==> src/rtl/branch_predictor.sv <==
// Direct-mapped BTB with 2-bit saturating direction counters and a zero-latency lookup.
// Define BP_STATS_EN to add the StatBranches/StatMispredicts counters.
module branch_predictor #(
  parameter int ENTRIES = 64
) (
  input  logic        Clk,
  input  logic        Rst,
  input  logic [31:0] LookupAddr,
  output logic        PCSource,
  output logic [31:0] Predict,
  input  logic        UpdEn,
  input  logic [31:0] UpdAddr,
  input  logic [31:0] UpdTarget,
  input  logic        UpdTaken
`ifdef BP_STATS_EN
  ,
  output logic [31:0] StatBranches,
  output logic [31:0] StatMispredicts
`endif
);

  localparam int IDX_W = $clog2(ENTRIES);
  localparam int TAG_W = 30 - IDX_W;

  logic             valid_q  [ENTRIES];
  logic [TAG_W-1:0] tag_q    [ENTRIES];
  logic [31:0]      target_q [ENTRIES];
  logic [1:0]       ctr_q    [ENTRIES];

  logic [IDX_W-1:0] lk_idx_s;
  logic             lk_hit_s;
  logic             lk_taken_s;

  logic [IDX_W-1:0] upd_idx_s;
  logic [TAG_W-1:0] upd_tag_s;
  logic             upd_hit_s;
  logic [1:0]       upd_ctr_s;
  logic [1:0]       ctr_d;
  logic             upd_wr_s;

  logic unused_s;
  assign unused_s = ^UpdAddr[1:0];

  // Lookup port: reset forces the fall-through prediction regardless of table contents.
  always_comb begin
    lk_idx_s   = LookupAddr[IDX_W+1:2];
    lk_hit_s   = valid_q[lk_idx_s] && (tag_q[lk_idx_s] == LookupAddr[31:IDX_W+2]);
    lk_taken_s = lk_hit_s && ctr_q[lk_idx_s][1] && !Rst;
    PCSource   = lk_taken_s;
    if (lk_taken_s) begin
      Predict = target_q[lk_idx_s];
    end else begin
      Predict = LookupAddr + 32'd4;
    end
  end

  // Update port: read the pre-write entry and compute its next counter value.
  always_comb begin
    upd_idx_s = UpdAddr[IDX_W+1:2];
    upd_tag_s = UpdAddr[31:IDX_W+2];
    upd_hit_s = valid_q[upd_idx_s] && (tag_q[upd_idx_s] == upd_tag_s);
    upd_ctr_s = ctr_q[upd_idx_s];
    upd_wr_s  = upd_hit_s || UpdTaken;
    if (upd_hit_s) begin
      if (UpdTaken) begin
        ctr_d = (upd_ctr_s == 2'b11) ? 2'b11 : upd_ctr_s + 2'b01;
      end else begin
        ctr_d = (upd_ctr_s == 2'b00) ? 2'b00 : upd_ctr_s - 2'b01;
      end
    end else if (UpdTaken) begin
      ctr_d = 2'b10;
    end else begin
      ctr_d = upd_ctr_s;
    end
  end

  // Valid bits and counters; reset leaves every entry invalid and weakly not-taken.
  always_ff @(posedge Clk) begin
    if (Rst) begin
      for (int i = 0; i < ENTRIES; i++) begin
        valid_q[i] <= 1'b0;
        ctr_q[i]   <= 2'b01;
      end
    end else if (UpdEn && upd_wr_s) begin
      valid_q[upd_idx_s] <= 1'b1;
      ctr_q[upd_idx_s]   <= ctr_d;
    end
  end

  // Tag and target need no reset since the valid bit gates them.
  always_ff @(posedge Clk) begin
    if (!Rst && UpdEn && UpdTaken) begin
      tag_q[upd_idx_s]    <= upd_tag_s;
      target_q[upd_idx_s] <= UpdTarget;
    end
  end

`ifdef BP_STATS_EN
  logic        upd_pred_taken_s;
  logic        mispredict_s;
  logic [31:0] br_cnt_q;
  logic [31:0] mp_cnt_q;

  // Mispredict is judged against the entry as it stood before this update.
  always_comb begin
    upd_pred_taken_s = upd_hit_s && upd_ctr_s[1];
    mispredict_s     = (upd_pred_taken_s != UpdTaken) ||
                       (upd_pred_taken_s && UpdTaken && (target_q[upd_idx_s] != UpdTarget));
  end

  // Wrapping event counters for resolved branches and mispredictions.
  always_ff @(posedge Clk) begin
    if (Rst) begin
      br_cnt_q <= 32'd0;
      mp_cnt_q <= 32'd0;
    end else if (UpdEn) begin
      br_cnt_q <= br_cnt_q + 32'd1;
      if (mispredict_s) begin
        mp_cnt_q <= mp_cnt_q + 32'd1;
      end else begin
        mp_cnt_q <= mp_cnt_q;
      end
    end else begin
      br_cnt_q <= br_cnt_q;
      mp_cnt_q <= mp_cnt_q;
    end
  end

  assign StatBranches    = br_cnt_q;
  assign StatMispredicts = mp_cnt_q;
`endif

endmodule

==> config.mk <==
export PLATFORM = sky130hd
export DESIGN_NAME = branch_predictor
export DESIGN_NICKNAME = d
export VERILOG_FILES = /design/src/rtl/branch_predictor.sv
export SDC_FILE = /design/constraint.sdc
export NUM_CORES = 2
export LEC_CHECK = 0
export BUFFER_PORTS_ARGS = -buffer_cell sky130_fd_sc_hd__buf_2
export CORE_ASPECT_RATIO = 0.7
export CORE_MARGIN = 2
export CORE_UTILIZATION = 30
export DETAILED_ROUTE_END_ITERATION = 16
export HOLD_SLACK_MARGIN = 0.15
export PLACE_DENSITY_LB_ADDON = 0.05
export SETUP_SLACK_MARGIN = 0.02
export SYNTH_ARGS = -nofsm -noshare
export SYNTH_HDL_FRONTEND = slang
export SYNTH_SLANG_ARGS = --single-unit
==> constraint.sdc <==
create_clock -name Clk -period 5.5 [get_ports Clk]
set_clock_uncertainty 0.2 [all_clocks]
set_input_delay 0.55 -clock Clk [delete_from_list [all_inputs] [get_ports Clk]]
set_output_delay 0.55 -clock Clk [all_outputs]
set_load 0.02 [all_outputs]
==> flow_metrics.py <==
metrics = {
    "run_status": {
        "status": "finished with violations",
        "violations": "negative setup slack",
    },
    "placement": {
        "dp_cells": 15800,
        "port-buffer-count": 130,
        "place.gp.congestion": 0.846,
        "dp.final_hpwl_mm": 430,
    },
    "clock_tree": {
        "numCtsBuffers": 405,
        "cts.sinks": 3776,
        "root_buffer": "clkbuf_16",
        "worstSkewPairLatency_ps": 1080,
        "clk_path_buf_depth": 4,
        "clkTransAtPathRegs_ps": 60,
        "cts_tree": "done",
        "h-tree-depth": 5,
    },
    "logic_synthesis": {
        "postSynth.asyncResetShare_pct": 0,
        "synth_mux_area_share_pct": 19.0,
        "synth_compound_area_share_pct": 5.42,
        "synthesis.nets": 8372,
        "synthAdderAreaFrac_pct": 0.0202,
        "synthSimpleGateAreaFrac_pct": 2.90,
        "synth_edf_count": 3712,
        "synth_xor_area_share_pct": 0.386,
        "netlist_area_sq_um": 161000,
        "syn_avg_cell_area_sq_um": 19.5,
        "seq_area_frac_synth_pct": 70.0,
        "syn_inst": 8271,
        "synthFlopType": "edfxtp_1",
        "ys_warn_count": 0,
        "ys_ff_latch": 3776,
        "synth_top_family_by_area": "multiplexers",
        "synth_cell_types": 91,
    },
    "pwr": {
        "clockPowerShare_pct": 43.2,
        "p_comb_share_pct": 8.0,
        "netSwitchingFraction_pct": 23.9,
        "power.leakage_uw": 0.0606,
        "pwr_density_cell_nw_per_um2": 337,
        "p_int_uw": 49400,
        "p_switching_uw": 15500,
        "ir_drop_uv": 240,
        "seq_power_share_pct": 48.8,
    },
    "sta": {
        "slew_violations": 0,
        "clock.fmax_mhz": 167,
        "fin_ws_ps": -481,
        "finalCriticalPeriod_ps": 5980,
        "grt_setup_unrepaired": "yes",
        "relSlewSlack_pct": 6.98,
        "final_hold_viol_count": 0,
        "tightest_slew_ps": 1390,
        "setup_viol": 33,
        "finalCritPeriodShare_pct": 109,
    },
    "die": {
        "start_util_pct": 30.1,
        "dieArea_sq_um": 543000,
        "coreArea_sq_um": 535000,
        "die_w_microns": 880,
        "rows": 225,
        "boundaryPins": 133,
        "dieHeight_microns": 617,
    },
    "flow_run": {
        "maxCapViolations": 0,
    },
    "worst_setup_path": {
        "cp_num_buf_inv": 10,
        "cp-start-kind": "input pin",
        "cp-end-kind": "output pin",
        "cp.required_ps": 4750,
        "startpoint": "LookupAddr[4]",
        "cp_slowest_stage_delay_ps": 410,
        "cp_max_fo": 17,
        "critPathTopFamily": "buffers and inverters",
        "r2r-start": "tag_q[26][12]",
        "crit_arrival_ps": 5230,
        "cp_cell_sequence": "buf_8, clkinv_2, buf_12, nor2_4, buf_4, nand3_1, o311ai_1, o22ai_2, buf_4, a32oi_1, nand3b_1, nor3_2, nand4_1, buf_4, nor3_4, buf_12, buf_12, buf_16, mux2_4, buf_6",
        "path_class": "in -> out",
        "cp_slowest_cell": "buf_4",
    },
    "grt": {
        "grtUsageTotal_pct": 26.4,
        "grt_pass1_vias": 94800,
        "grt_pass1_wl_mm": 958,
        "grt_max_degree": 94,
        "overflow": 0,
        "antenna_found_initial": 109,
    },
    "route": {
        "post_drt_wl_per_cell_microns": 44.1,
        "vias_per_cell": 5.87,
        "drtPass1Iterations": 6,
        "num_vias": 97800,
        "drc": 0,
        "routed_wl_mm": 735,
        "drt_iter0_drc": 14700,
        "postRouteAntennaNets": 0,
    },
    "layout": {
        "final_util_pct": 36.0,
        "final_nets": 9248,
        "final_cells": 16700,
        "drive_gt1_share_pct": 32.3,
        "syn2layout_area_growth_pct": 19.8,
    },
    "hold_path": {
        "min_from": "UpdAddr[6]",
        "hp-class": "in -> reg",
    },
}
flip-flops by register name (all words and copies together), names as in the netlist:
register / count
ctr_q: 128
tag_q: 1536
valid_q: 64
target_q: 2048
through the flow:
stage | setup slack [ps] | setup TNS (ps) | hold slack (ps) | area [sq um] | total power (uW)
floorplan | 293 | 0 | 255 | 161000 | 34700
global placement | -1100 | -146590 | 274 | 178000 | 37400
detailed placement | -1040 | -143850 | 281 | 178000 | 37400
CTS | -532 | -14850 | 167 | 193000 | 65500
global route | -518 | -14580 | 202 | 193000 | 66800
finish | -481 | -13110 | 243 | 193000 | 65000
layer usage:
metal,wire [microns],part of all wire [%],track usage [%]
met5,27,0.0037,0
met4,20600,2.8,6.77
met3,62500,8.5,5.16
met2,310000,42,37.8
met1,342000,46,40.9
cell usage after synthesis (all sizes together), types with 144 or more instances:
| library cell | number | area [sq um] |
|---|---|---|
| edfxtp | 3712 | 111000 |
| mux4 | 1134 | 25500 |
| buf | 385 | 2290 |
| mux2i | 375 | 3750 |
| clkbuf | 249 | 935 |
| nand2 | 209 | 862 |
| nor2 | 188 | 706 |
| a221oi | 181 | 1590 |
| o21ai | 174 | 871 |
| a21oi | 168 | 841 |
| a22oi | 144 | 1080 |
| o22ai | 144 | 901 |
area by class of cell:
class | count | area [sq um]
Fill cell | 49800 | 343000
Sequential cell | 3776 | 113000
Multi-Input combinational cell | 3782 | 45700
Timing Repair Buffer | 1103 | 11900
Clock buffer | 502 | 10600
Tap cell | 7150 | 8950
Clock inverter | 243 | 2500
Inverter | 79 | 318
Antenna cell | 32 | 80.1
final timing paths:
path                  endpoint  slack, ps  cells past startpoint
hold / removal    ctr_q[62][0]        240                      4
setup reg to reg  ctr_q[53][0]        700                     15
hold reg to reg    valid_q[55]        290                      2
setup / recovery    Predict[5]       -480                     20
cells by family after synthesis:
family,Yosys count
DFF,3776
adders and majority gates,3
buffers and inverters,713
and+or+nand+nor,867
AOI/OAI and AO/OA,1212
xor gates and xnor gates,71
muxes,1629
power by group through the flow:
| stage | Combinational (uW) | Sequential, uW | Clock [uW] |
|---|---|---|---|
| after floorplan | 2400 | 32300 | 0 |
| final | 5200 | 31700 | 28100 |
| after detailed placement | 5050 | 32300 | 0 |
| after global routing | 5370 | 31700 | 29700 |
| after CTS | 5150 | 31700 | 28600 |
| after global placement | 5040 | 32300 | 0 |
worst reg2reg max path: stages (launching register included):
cell and delay [ps]:
edfxtp_1 400, mux2_2 280, a221oi_1 250, a21oi_1 70, o21ai_0 630, nand3_1 250
xor2_1 320, nor4_1 340, buf_4 230, nand3_1 100, buf_4 200, o41ai_4 330
buf_4 230, buf_12 200, nand3_1 230, nand2b_1 200
cell usage in the layout (no fill, tap or decap), drive strengths merged, types with 27 or more instances in the layout:
master and instances:
edfxtp 3712, mux4 1134, buf 1042, clkbuf 502
mux2i 375, nand2 209, nor2 188, a221oi 181
o21ai 174, clkinv 174, a21oi 168, a22oi 144
o22ai 144, mux2 120, nand3 113, nand2b 112
inv 90, a221o 64, dfxtp 64, dlygate4sd3 61
a211oi 52, nand4 51, nor3 46, bufinv 45
xnor2 44, o2bb2ai 42, o22a 39, a22o 34
diode 32, a31oi 29, xor2 27
timing repair:
action | CTS | global route
cloned | 3 | 0
hold buffers | 61 | 0
pin swaps | 7 | 6
setup buffers | 8 | 4
hold endpoints to repair | 3532 | 0
gates resized for setup | 113 | 33
endpoints found under the setup margin | 33 | 33
(Power assumes the default switching activity.)
